--- src/rtl/key_expand_serial.sv ---
// AES-128 round-key generator: derives the next round key from the current one with one shared S-box.
// Latency: key_start in cycle 0 -> SubWord in cycles 1-4 -> combine in cycle 5 -> new key and key_valid in cycle 6.
// Backpressure: none. A key_start while busy is dropped and sets sticky overrun. load always wins and aborts.
//
// Ports:
//   clk, reset_n          clock, asynchronous active-low reset
//   load, key_in          load key_in as round key 0 (highest priority, aborts an expansion)
//   key_start, key_RC     request the next round key using round constant {RC,00,00,00}
//   round_key             current round key (registered, only changes on load or completed step)
//   key_valid             one-cycle pulse after round_key changes
//   busy                  expansion in progress
//   overrun               sticky: key_start arrived while busy; cleared by load or reset
module key_expand_serial (
    input  logic         clk,
    input  logic         reset_n,
    input  logic         load,
    input  logic [127:0] key_in,
    input  logic         key_start,
    input  logic [31:0]  key_RC,
    output logic [127:0] round_key,
    output logic         key_valid,
    output logic         busy,
    output logic         overrun
);

    localparam logic [1:0] IDLE    = 2'd0;
    localparam logic [1:0] SUB     = 2'd1;
    localparam logic [1:0] COMBINE = 2'd2;

    // Forward S-box, entry 0x00 in the most significant byte.
    localparam logic [2047:0] SBOX_TABLE = {
        128'h637c777bf26b6fc53001672bfed7ab76,
        128'hca82c97dfa5947f0add4a2af9ca472c0,
        128'hb7fd9326363ff7cc34a5e5f171d83115,
        128'h04c723c31896059a071280e2eb27b275,
        128'h09832c1a1b6e5aa0523bd6b329e32f84,
        128'h53d100ed20fcb15b6acbbe394a4c58cf,
        128'hd0efaafb434d338545f9027f503c9fa8,
        128'h51a3408f929d38f5bcb6da2110fff3d2,
        128'hcd0c13ec5f974417c4a77e3d645d1973,
        128'h60814fdc222a908846eeb814de5e0bdb,
        128'he0323a0a4906245cc2d3ac629195e479,
        128'he7c8376d8dd54ea96c56f4ea657aae08,
        128'hba78252e1ca6b4c6e8dd741f4bbd8b8a,
        128'h703eb5664803f60e613557b986c11d9e,
        128'he1f8981169d98e949b1e87e9ce5528df,
        128'h8ca1890dbfe6426841992d0fb054bb16
    };

    function automatic logic [7:0] sbox(input logic [7:0] a);
        sbox = SBOX_TABLE[(255 - int'(a)) * 8 +: 8];
    endfunction

    logic [1:0]  state;
    logic [1:0]  idx;
    logic [31:0] temp;
    logic [31:0] rc;
    logic [31:0] temp_next;
    logic [31:0] w0, w1, w2, w3;
    logic [31:0] t, n0, n1, n2, n3;

    assign w0 = round_key[127:96];
    assign w1 = round_key[95:64];
    assign w2 = round_key[63:32];
    assign w3 = round_key[31:0];

    // One byte of the rotated word goes through the S-box per SUB cycle; byte 0 is the MSB byte.
    always_comb begin
        temp_next = temp;
        temp_next[(3 - int'(idx)) * 8 +: 8] = sbox(temp[(3 - int'(idx)) * 8 +: 8]);
    end

    // Chained XOR of the key schedule: each new word folds in the previous new word.
    assign t  = temp ^ rc;
    assign n0 = w0 ^ t;
    assign n1 = w1 ^ n0;
    assign n2 = w2 ^ n1;
    assign n3 = w3 ^ n2;

    assign busy = (state != IDLE);

    always_ff @(posedge clk or negedge reset_n) begin
        if (!reset_n) begin
            state     <= IDLE;
            idx       <= 2'd0;
            temp      <= 32'd0;
            rc        <= 32'd0;
            round_key <= 128'd0;
            key_valid <= 1'b0;
            overrun   <= 1'b0;
        end else begin
            key_valid <= 1'b0;
            if (load) begin
                // Load overrides everything, including a key_start in the same cycle.
                round_key <= key_in;
                key_valid <= 1'b1;
                state     <= IDLE;
                idx       <= 2'd0;
                overrun   <= 1'b0;
            end else begin
                case (state)
                    IDLE: begin
                        if (key_start) begin
                            rc    <= key_RC;
                            temp  <= {w3[23:0], w3[31:24]};
                            idx   <= 2'd0;
                            state <= SUB;
                        end
                    end
                    SUB: begin
                        if (key_start) overrun <= 1'b1;
                        temp <= temp_next;
                        idx  <= idx + 2'd1;
                        if (idx == 2'd3) state <= COMBINE;
                    end
                    COMBINE: begin
                        if (key_start) overrun <= 1'b1;
                        round_key <= {n0, n1, n2, n3};
                        key_valid <= 1'b1;
                        state     <= IDLE;
                    end
                    default: begin
                        state <= IDLE;
                    end
                endcase
            end
        end
    end

endmodule

--- config.mk ---
export PLATFORM = sky130hd
export DESIGN_NAME = key_expand_serial
export DESIGN_NICKNAME = d
export VERILOG_FILES = /design/src/rtl/key_expand_serial.sv
export SDC_FILE = /design/constraint.sdc
export NUM_CORES = 1
export LEC_CHECK = 0
export ABC_AREA = 1
export CORE_UTILIZATION = 42
export CTS_CLUSTER_DIAMETER = 50
export DETAILED_ROUTE_END_ITERATION = 16
export PLACE_DENSITY = 0.64
export RECOVER_POWER = 25
export SLEW_MARGIN = 10
export SYNTH_ARGS = -nofsm -noshare
export SYNTH_HDL_FRONTEND = slang
export SYNTH_SLANG_ARGS = --single-unit
--- constraint.sdc ---
create_clock -name clk -period 3 [get_ports clk]
set_input_delay 0.45 -clock clk [delete_from_list [all_inputs] [get_ports clk]]
set_output_delay 0.45 -clock clk [all_outputs]
set_load 0.05 [all_outputs]
==> out/metrics.yaml <==
status: "finished, violations left"
violations: "capacitance limit, slew limit"
floorplan.die.height_um: 182
worst_ep_required_ns: 3.37
post_route_cells_drive_above_1_share: 0.166
synth.yosys.warnings: 0
layout.cells.most_common_list: "sky130_fd_sc_hd__nand2_1, sky130_fd_sc_hd__clkdlybuf4s50_1, sky130_fd_sc_hd__nand3_1"
clockRootBuffer: "sky130_fd_sc_hd__clkbuf_16"
crit_path_max_fanout: 11
grtUsageTotal: 0.361
area.growth.synth_to_final_pct: 40.1
launch_instance_of_the_worst_register_to_register_path: "idx[0]$_DFFE_PN0P_"
final-hold-violation-count: 0
period_minus_slack_ns: 2.90
clock-skew-final_ns: 0.0124
worstHoldPathType: "in -> reg"
design.core.area_um2: 31800
yosysTopAreaCellShare: 0.362
max-slew-margin-rel: -0.600
num_rows: 65
cts.htree.levels: 4
min_period_over_period: 0.967
number_of_clock_buffers_inserted_by_tritoncts: 17
multiInputGateArea_um2: 7790
finalSetupViolations: 0
grt_first_pass_wirelength_um: 90400
nNetsFinal: 2366
clkSlewWorstSetupHoldPaths_ns: 0.08
max_slew.worst_pin.slew_ns: 2.40
detail_route.vias_per_cell: 5.68
critical_path_arrival_ns: 3.27
rr_worst_depth: 20
synth_nets: 1953
detail_route.drc_violations: 0
mostFrequentLayoutCell: "sky130_fd_sc_hd__nand2_1"
clock.fmax_mhz: 345
detail_route.wirelength_um: 59900
hold_slack_ns: 0.445
synth-seq-cells: 198
ff_latch_area_um2: 4950
antenna_left: 0
max-cap-violations: 1
floorplan.die_area_um2: 33300
hold_depth: 3
floorplan.die.width_um: 182
slew_viol_final: 92
num_io_pins: 295
wire_per_inst_um: 22.8
grt-ovfl-total: 0
count_of_filler_cells_inserted_in_the_layout: 2832
antenna_cells_inserted: 0
min_from: "load"
half_perimeter_wire_length_after_detailed_placement_um: 45900
clock_path_buffers: 2
clock-sinks: 198
synth.yosys.seq_area_share: 0.362
postLayoutCoreUtil: 0.603
pin_count_of_the_biggest_net_entering_global_routing: 93
globalplace.congestion: 1.07
crit_type: "reg -> reg"
worst_setup_path_end_kind: "register"
clkLatencyLatePin_ns: 0.44
initial_core_util: 0.430
netlist_instances: 1767
netlist.top_cell.by_area: "sky130_fd_sc_hd__dfrtp_1"
synth_area_um2: 13700
detailroute.via_count: 14933
detailedRoute.firstIterationViolations: 1346
post_synth_main_area_contributors: "sky130_fd_sc_hd__dfrtp_1, sky130_fd_sc_hd__nand2_1, sky130_fd_sc_hd__nand3_1"
synth_cell_type_count: 40
drt-pass1-iter-count: 6
first_global_vias: 15007
numPortBuffers: 294
setup.worst_path.start: "idx[0]$_DFFE_PN0P_"
critical_path.startpoint_type: "register"
syn-mean-instance-area_um2: 7.74
cts_tree: "built"
initial_antenna_violation_count: 0
[cells by family (layout without fill, tap and decap cells)]
family,count (synthesis),after routing,synth area share
AO/OA/AOI/OAI,264,264,0.133
XOR/XNOR,154,154,0.0986
adder cells (fa/ha/maj),22,22,0.0201
buffers and inverters,242,668,0.0807
flip-flops,198,198,0.362
multiplexers,32,32,0.0263
AND/OR/NAND/NOR,855,855,0.279
[worst paths after layout]
path / end / slack (ns)
hold / removal: round_key[89]$_DFFE_PN0P_ / 0.44
hold reg to reg: overrun$_DFFE_PN0P_ / 0.50
setup reg to reg: temp[29]$_DFFE_PN0P_ / 0.1
setup / recovery: temp[29]$_DFFE_PN0P_ / 0.1
min in group asynchronous: round_key[49]$_DFFE_PN0P_ / 0.70
max in group asynchronous: temp[4]$_DFFE_PN0P_ / 0.82
[synth_stat cells (all sizes together)]
library cell and number:
dfrtp 198, o22ai 1, nand3 306, clkbuf 53, buf 52, a32oi 2, a21boi 13, xor2 122
a21oi 53, inv 134, o21ai 40, o211ai 103, clkinv 3, nand4 16, xnor2 32, nor2 52
mux2 32, o221ai 28, nand2 464, ha 22, a22oi 21, nand3b 2, nor3 2, nor4 1
a31oi 3, or2 12
[registers in the layout, indices dropped and copies added (netlist names)]
name       flops
key_valid      1
temp          32
round_key    128
idx            2
overrun        1
rc            32
state          2
[final cells by class]
type | count | area share
multi-input combinational | 1327 | 0.406
timing repair buffer | 499 | 0.247
clock buffer | 18 | 0.0229
clock inverter | 14 | 0.00966
tap | 435 | 0.0284
inverter | 137 | 0.0271
sequential | 198 | 0.259
[critical path, cell delays in order, from the launching register on]
cell and delay [ns]:
sky130_fd_sc_hd__dfrtp_1 0.41, sky130_fd_sc_hd__buf_12 0.16, sky130_fd_sc_hd__inv_6 0.07, sky130_fd_sc_hd__nand2_1 0.07
sky130_fd_sc_hd__nand2_1 0.07, sky130_fd_sc_hd__nand2_1 0.04, sky130_fd_sc_hd__nand2_1 0.11, sky130_fd_sc_hd__buf_4 0.15
sky130_fd_sc_hd__buf_4 0.11, sky130_fd_sc_hd__ha_1 0.21, sky130_fd_sc_hd__nand3_1 0.16, sky130_fd_sc_hd__buf_4 0.20
sky130_fd_sc_hd__nand3_1 0.08, sky130_fd_sc_hd__nand3_1 0.09, sky130_fd_sc_hd__nand3_2 0.12, sky130_fd_sc_hd__nand3_1 0.10
sky130_fd_sc_hd__nand3_1 0.15, sky130_fd_sc_hd__nand3_1 0.11, sky130_fd_sc_hd__nor2_2 0.18, sky130_fd_sc_hd__nand2_1 0.09
sky130_fd_sc_hd__a21boi_1 0.13
[routing by layer]
metal | vias up | share of wire | wire length [µm] | global-route usage
li1 | 6788 | - | - | -
met1 | 7205 | 0.39 | 23100 | 0.443
met2 | 752 | 0.48 | 28800 | 0.602
met3 | 188 | 0.072 | 4340 | 0.0589
met4 | 0 | 0.059 | 3560 | 0.209
met5 | - | 0 | 0 | 0
[what timing repair did]
item / 4_1_cts / 5_1_grt
hold buffers: 0 / 0
gates resized for setup: 4 / 34
setup buffers: 0 / 4
pin swaps: 0 / 5
setup endpoints to repair: 16 / 31
[metrics by stage]
stage | cell area [µm²] | cells | TNS (ns) | setup WS, ns
floorplan | 13700 | 1767 | 0 | 0.445
global route | 19200 | 2628 | -0.00833 | -0.00833
CTS | 19000 | 2624 | 0 | 0.0123
finish | 19200 | 2628 | 0 | 0.0994
detailed placement | 18400 | 2592 | -0.618 | -0.121
global placement | 18400 | 2592 | -0.906 | -0.159
Power is not shown: default switching activity piles up to over one toggle a cycle in this logic, so the estimate is an artifact.
==> RTL edit 1, RTL diff (same settings) <==
Reset style: synchronous (`reset_n`), changed in one clocked block. Comments in the files are not updated.
--- a/src/rtl/key_expand_serial.sv
+++ b/src/rtl/key_expand_serial.sv
@@ -81,3 +81,3 @@
 
-    always_ff @(posedge clk or negedge reset_n) begin
+    always_ff @(posedge clk) begin
         if (!reset_n) begin
Behaviour: differs if reset_n is asserted again (counterexample within 4 cycles, from zero or initial values and one cycle with reset_n low); with reset_n held inactive, the same outputs for 4 cycles.
==> RTL edit 1 against the unedited design <==
- the flow still finishes with violations (capacitance limit, slew limit)
- design area is 8.4% lower
- first-iteration DRC count rose by 25%
- sequential share of layout area down 3.3 points
- die area shrank 5.3%
- synthesized area shrank 5.3%
- non-clock buffer count decreased by 81
- maximum frequency down 0.64%
- clock skew rose by 2.3 ps
- sequential cell count did not move
- setup slack worse by 19 ps
- wire length shrank 2.7%
==> RTL edit 1: results (changes against the unedited design) <==
* Placed instance count at 2688 (+3.7%)
* Netlist cell types at 38 (-5.0%)
* Vias in the first global route at 14550 (-3.1%)
* Worst r2r src: idx[0]
* WL met3 at 4.905 mm (+13%)
* GR Layer Usage met1 at 46.93% (+2.7 points)
* Status: finished with violations
* FF-to-FF End: temp[8]
* DP HPWL at 43.84 mm (-4.4%)
* WL final at 58.22 mm (-2.7%)
* Post-Route Skew at 14.72 ps (+2.286 ps)
* WL met1 at 24.12 mm (+4.2%)
* Most frequent cells after synthesis: 644 x nand2_1, 251 x nand3_1, 198 x dfxtp_1
* Number of max-cap violations at 2 (+1)
* Min-Delay Path Depth at 4 (+1)
* Seq/Total Area, Yosys at 30.62% (-5.6 points)
* Drt pass-1 iters at 7 (+1)
* Vias/cell at 5.687 (about the same)
* Nets at 2502 (+5.7%)
* Slew Limit Fails at 109 (+18%)
* Initial DRC Count at 1680 (+25%)
* CP max FO at 9 (-2)
* Worst hold endpoint: state[1]
* Max-slew headroom at -4.820% (+55 points)
* Synth Flop Type: dfxtp_1
* First-pass GRT wire length at 86.86 mm (-3.9%)
* Pin count of the biggest net entering global routing at 78 (-16%)
* Worst R2R Path Depth at 18 (-10%)
* Synth area leaders: dfxtp_1 31%, nand2_1 19%, nand3_1 9.7%
* FFs w/ async S/R, synth at 0% (-100 points)
* RePlAce Congestion at 1.111 (+3.6%)
* Grt met2 use at 58.15% (-2.0 points)
* Fraction of layout cells with a size suffix above 1 at 9.742% (-6.9 points)
* Synth Net Count at 2187 (+12%)
* Slack of the worst reg-to-reg path at 80 ps (-20 ps)
* Failing checks: capacitance limit, slew limit
## RTL edit 1: cell type report
type | instances | area [sq um]
diodes | 1 | 2.502
clock buffers | 20 | 456.7
clock inverters | 12 | 111.4
fillers | 2843 | 12390
inverters | 117 | 442.9
multi-input cells | 1565 | 8107
flip-flops and latches | 198 | 3964
well taps | 390 | 488.0
repair buffers | 418 | 3990
## RTL edit 1: stage by stage
| stage | util [%] | total power, mW | area (sq um) | hold slack (ps) | setup slack [ps] |
|---|---|---|---|---|---|
| 5_1_grt | 58.62 | 9.300 | 17560 | 462.2 | -17.40 |
| 2_1_floorplan | - | 5.195 | 12940 | 477.2 | 381.5 |
| 3_3_place_gp | 56.38 | 6.588 | 16890 | 495.3 | 89.45 |
| 4_1_cts | 58.29 | 8.823 | 17460 | 478.3 | 31.44 |
| 3_5_place_dp | 56.38 | 6.568 | 16890 | 504.2 | 11.92 |
| 6_report | 58.63 | 8.906 | 17560 | 461.4 | 80.76 |
## RTL edit 1: what timing repair did
action | 4_1_cts | 5_1_grt
setup endpoints to repair | 1 | 29
setup buffers | 0 | 0
pin swaps | 0 | 3
resized for setup | 1 | 30
cloned | 0 | 0
## RTL edit 1: worst max-delay path: stages (launching register included)
cell     delay (ps)
dfxtp_1         390
inv_2            80
buf_4           160
nand2_1          60
nand3_1          70
nand2_2         140
buf_12          150
ha_1            210
nand2_1         220
buf_4           210
nand3_1          70
nand3_1          80
nand3_1         100
nand3_1         160
nand3_1         180
nand2_1         100
nor2_4          170
nand3_1         130
a21oi_2         150
## RTL edit 1: cell families after synthesis
| group | share of synthesized area [%] |
|---|---|
| AOI/OAI and AO/OA | 13.86 |
| xor gates and xnor gates | 10.76 |
| adders and majority gates | 2.030 |
| buffers and inverters | 7.800 |
| DFF | 30.62 |
| and+or+nand+nor | 34.93 |
==> RTL edit 2, RTL diff (same settings) <==
Without the edit above. Put one more register stage on the output `round_key`, cleared by the reset. The value now appears one clock later. The other outputs are not delayed to match. Comments in the files are not updated.
--- a/src/rtl/key_expand_serial.sv
+++ b/src/rtl/key_expand_serial.sv
@@ -49,2 +49,4 @@
 
+    logic [127:0] round_key_s0;
+
     function automatic logic [7:0] sbox(input logic [7:0] a);
@@ -61,6 +63,6 @@
 
-    assign w0 = round_key[127:96];
-    assign w1 = round_key[95:64];
-    assign w2 = round_key[63:32];
-    assign w3 = round_key[31:0];
+    assign w0 = round_key_s0[127:96];
+    assign w1 = round_key_s0[95:64];
+    assign w2 = round_key_s0[63:32];
+    assign w3 = round_key_s0[31:0];
 
@@ -87,3 +89,3 @@
             rc        <= 32'd0;
-            round_key <= 128'd0;
+            round_key_s0 <= 128'd0;
             key_valid <= 1'b0;
@@ -94,3 +96,3 @@
                 // Load overrides everything, including a key_start in the same cycle.
-                round_key <= key_in;
+                round_key_s0 <= key_in;
                 key_valid <= 1'b1;
@@ -117,3 +119,3 @@
                         if (key_start) overrun <= 1'b1;
-                        round_key <= {n0, n1, n2, n3};
+                        round_key_s0 <= {n0, n1, n2, n3};
                         key_valid <= 1'b1;
@@ -129,2 +131,10 @@
 
+    always_ff @(posedge clk or negedge reset_n) begin
+        if (!reset_n) begin
+            round_key <= '0;
+        end else begin
+            round_key <= round_key_s0;
+        end
+    end
+
 endmodule
Function: changed (Yosys sat finds a counterexample within 4 cycles, from zero or initial values and one cycle with reset_n low).
==> RTL edit 2 against the unedited design <==
- the flow still finishes with violations (capacitance limit, slew limit)
- critical endpoint is now temp[18]
- sequential share of layout area increased by 10 points
- sequential cell count increased by 128
- setup slack about the same
- synthesized cell count increased by 6.8%
- die area increased by 23%
- design area increased by 18%
- critical path type unchanged
- wire length increased by 12%
- synthesized area increased by 24%
==> RTL edit 2: results (changes against the unedited design) <==
* Status: finished with violations
* Failing checks: capacitance limit, slew limit
* Synth Flop Type: dfrtp_1
* Mux cell area share after synthesis at 2.130% (-0.51 points)
* CP peak stage delay at 440 ps (+30 ps)
* Netlist cell types at 43 (+7.5%)
* Post-DR wirelength/cell at 23.55 um (+3.4%)
* GR Util All Layers at 32.54% (-3.6 points)
* Top flop regs: round_key x128, round_key_s0 x128
* Area Overhead vs Synth at 33.77%
* Hold WC Path Type: flip-flop to flip-flop
* Seq/Total Area, Yosys at 48.22% (+12 points)
* Fraction of layout cells with a size suffix above 1 at 14.21% (-2.4 points)
* Synth Net Count at 2074 (+6.2%)
* DP HPWL at 50.78 mm (+11%)
* Worst skew pair latency at 530 ps (+90 ps)
* Compound-Gate Fraction of Synth Area at 10.84% (-2.4 points)
* Sw Ratio at 51.11%
* Vias in the first global route at 15950 (+6.3%)
* Kind of cell adding the most delay to the critical path: simple AND/OR/NAND/NOR gates
* First-pass GRT wire length at 100.3 mm (+11%)
* Most frequent cells after synthesis: 379 x nand2_1, 326 x dfrtp_1, 306 x nand3_1
* Post-Route Skew at 18.76 ps (+6.327 ps)
* Placed inst area at 21470 sq um (+17%)
* Filler instances at 3577 (+26%)
* Final hold slack at 370.1 ps (-74.66 ps)
* WP data arrival at 3280 ps (about the same)
* Placed instance count at 2774 (+7.0%)
* Worst slew pin tran at 2104 ps (-296.3 ps)
* Number of max-cap violations at 1 (unchanged)
* Pin count of the biggest net entering global routing at 95 (+2.2%)
* Drt pass-1 iters at 5 (-1)
* Mapped Cells at 1888 (+6.8%)
* Root buffer cell: clkbuf_16
* H-tree Lvls at 2 (-2)
* Ys Warns at 0 (unchanged)
* Final worst-path cycle share at 96.70% (about the same)
* Slew Limit Fails at 76 (-17%)
* RePlAce Congestion at 0.9731 (-9.3%)
* Synth area leaders: dfrtp_1 48%, nand3_1 9.1%, nand2_1 8.4%
* Post-synthesis adder-cell area fraction at 1.627% (-0.39 points)
* Worst slack, placed at 132.8 ps (+253.8 ps)
* CTS max path bufs at 3 (+1)
* Nets at 2475 (+4.6%)
* P_leak at 10.53 nW
* Slowest-stage cell, CP: dfrtp_1
* Initial antenna violation count at 1 (+1)
* Vias/cell at 5.539 (-2.5%)
* WL final at 66.78 mm (+12%)
* Number of CTS-inserted buffers at 37 (+20)
* CP max FO at 8 (-3)
* Clock transition at path regs at 60 ps (-20 ps)
* Post-synthesis xor/xnor area fraction at 8.283% (-1.6 points)
-- RTL edit 2: changes by cell type after synthesis, moves of 6 or more --
cell	unedited run	this run
a22oi_1	21	15
dfrtp_1	198	326
inv_1	127	195
nand2_1	434	379
nand2_2	26	20
nor2_1	47	37
o211ai_1	103	41
o21ai_0	29	16
o221ai_1	28	96
xor2_1	122	128
-- RTL edit 2: area by class of cell --
class	count	area share [%]
clock buffers	47	4.434
flip-flops and latches	326	36.05
well taps	525	2.902
clock inverters	12	0.4810
diodes	1	0.01106
multi-input cells	1252	33.02
inverters	204	3.406
repair buffers	468	19.70
-- RTL edit 2: repair_timing --
action | 4_1_cts | 5_1_grt
endpoints found under the setup margin | 0 | 23
hold endpoints to repair | 71 | 0
resized for setup | 0 | 14
hold buffers | 1 | 0
-- RTL edit 2: routing by layer --
metal	global-route usage [%]	share of wire [%]	vias to the layer above	wire length, um
met4	16.22	5.7	0	3783
met1	41.77	41	7700	27090
met2	54.44	48	677	32110
li1	-	-	7141	-
met5	0	0	-	0
met3	3.756	5.7	186	3784
-- RTL edit 2: power by group through the flow --
stage	Combinational (mW)	Clock (mW)	Sequential [mW]
3_5_place_dp	20.3	0	6.75
3_3_place_gp	20.5	0	6.70
4_1_cts	20.4	4.31	6.68
6_report	20.8	4.24	6.67
2_1_floorplan	10.7	0	7.84
5_1_grt	22.2	4.47	6.80
-- RTL edit 2: path summary, 6_finish.rpt --
| check | from | end | cells past startpoint |
|---|---|---|---|
| max reg2reg | idx[1] | temp[18] | 15 |
| max | idx[1] | temp[18] | 15 |
| min | round_key_s0[55] | round_key[55] | 0 |
| min in group asynchronous | reset_n | round_key[60] | 2 |
| min reg2reg | round_key_s0[55] | round_key[55] | 0 |
| max in group asynchronous | reset_n | temp[25] | 3 |
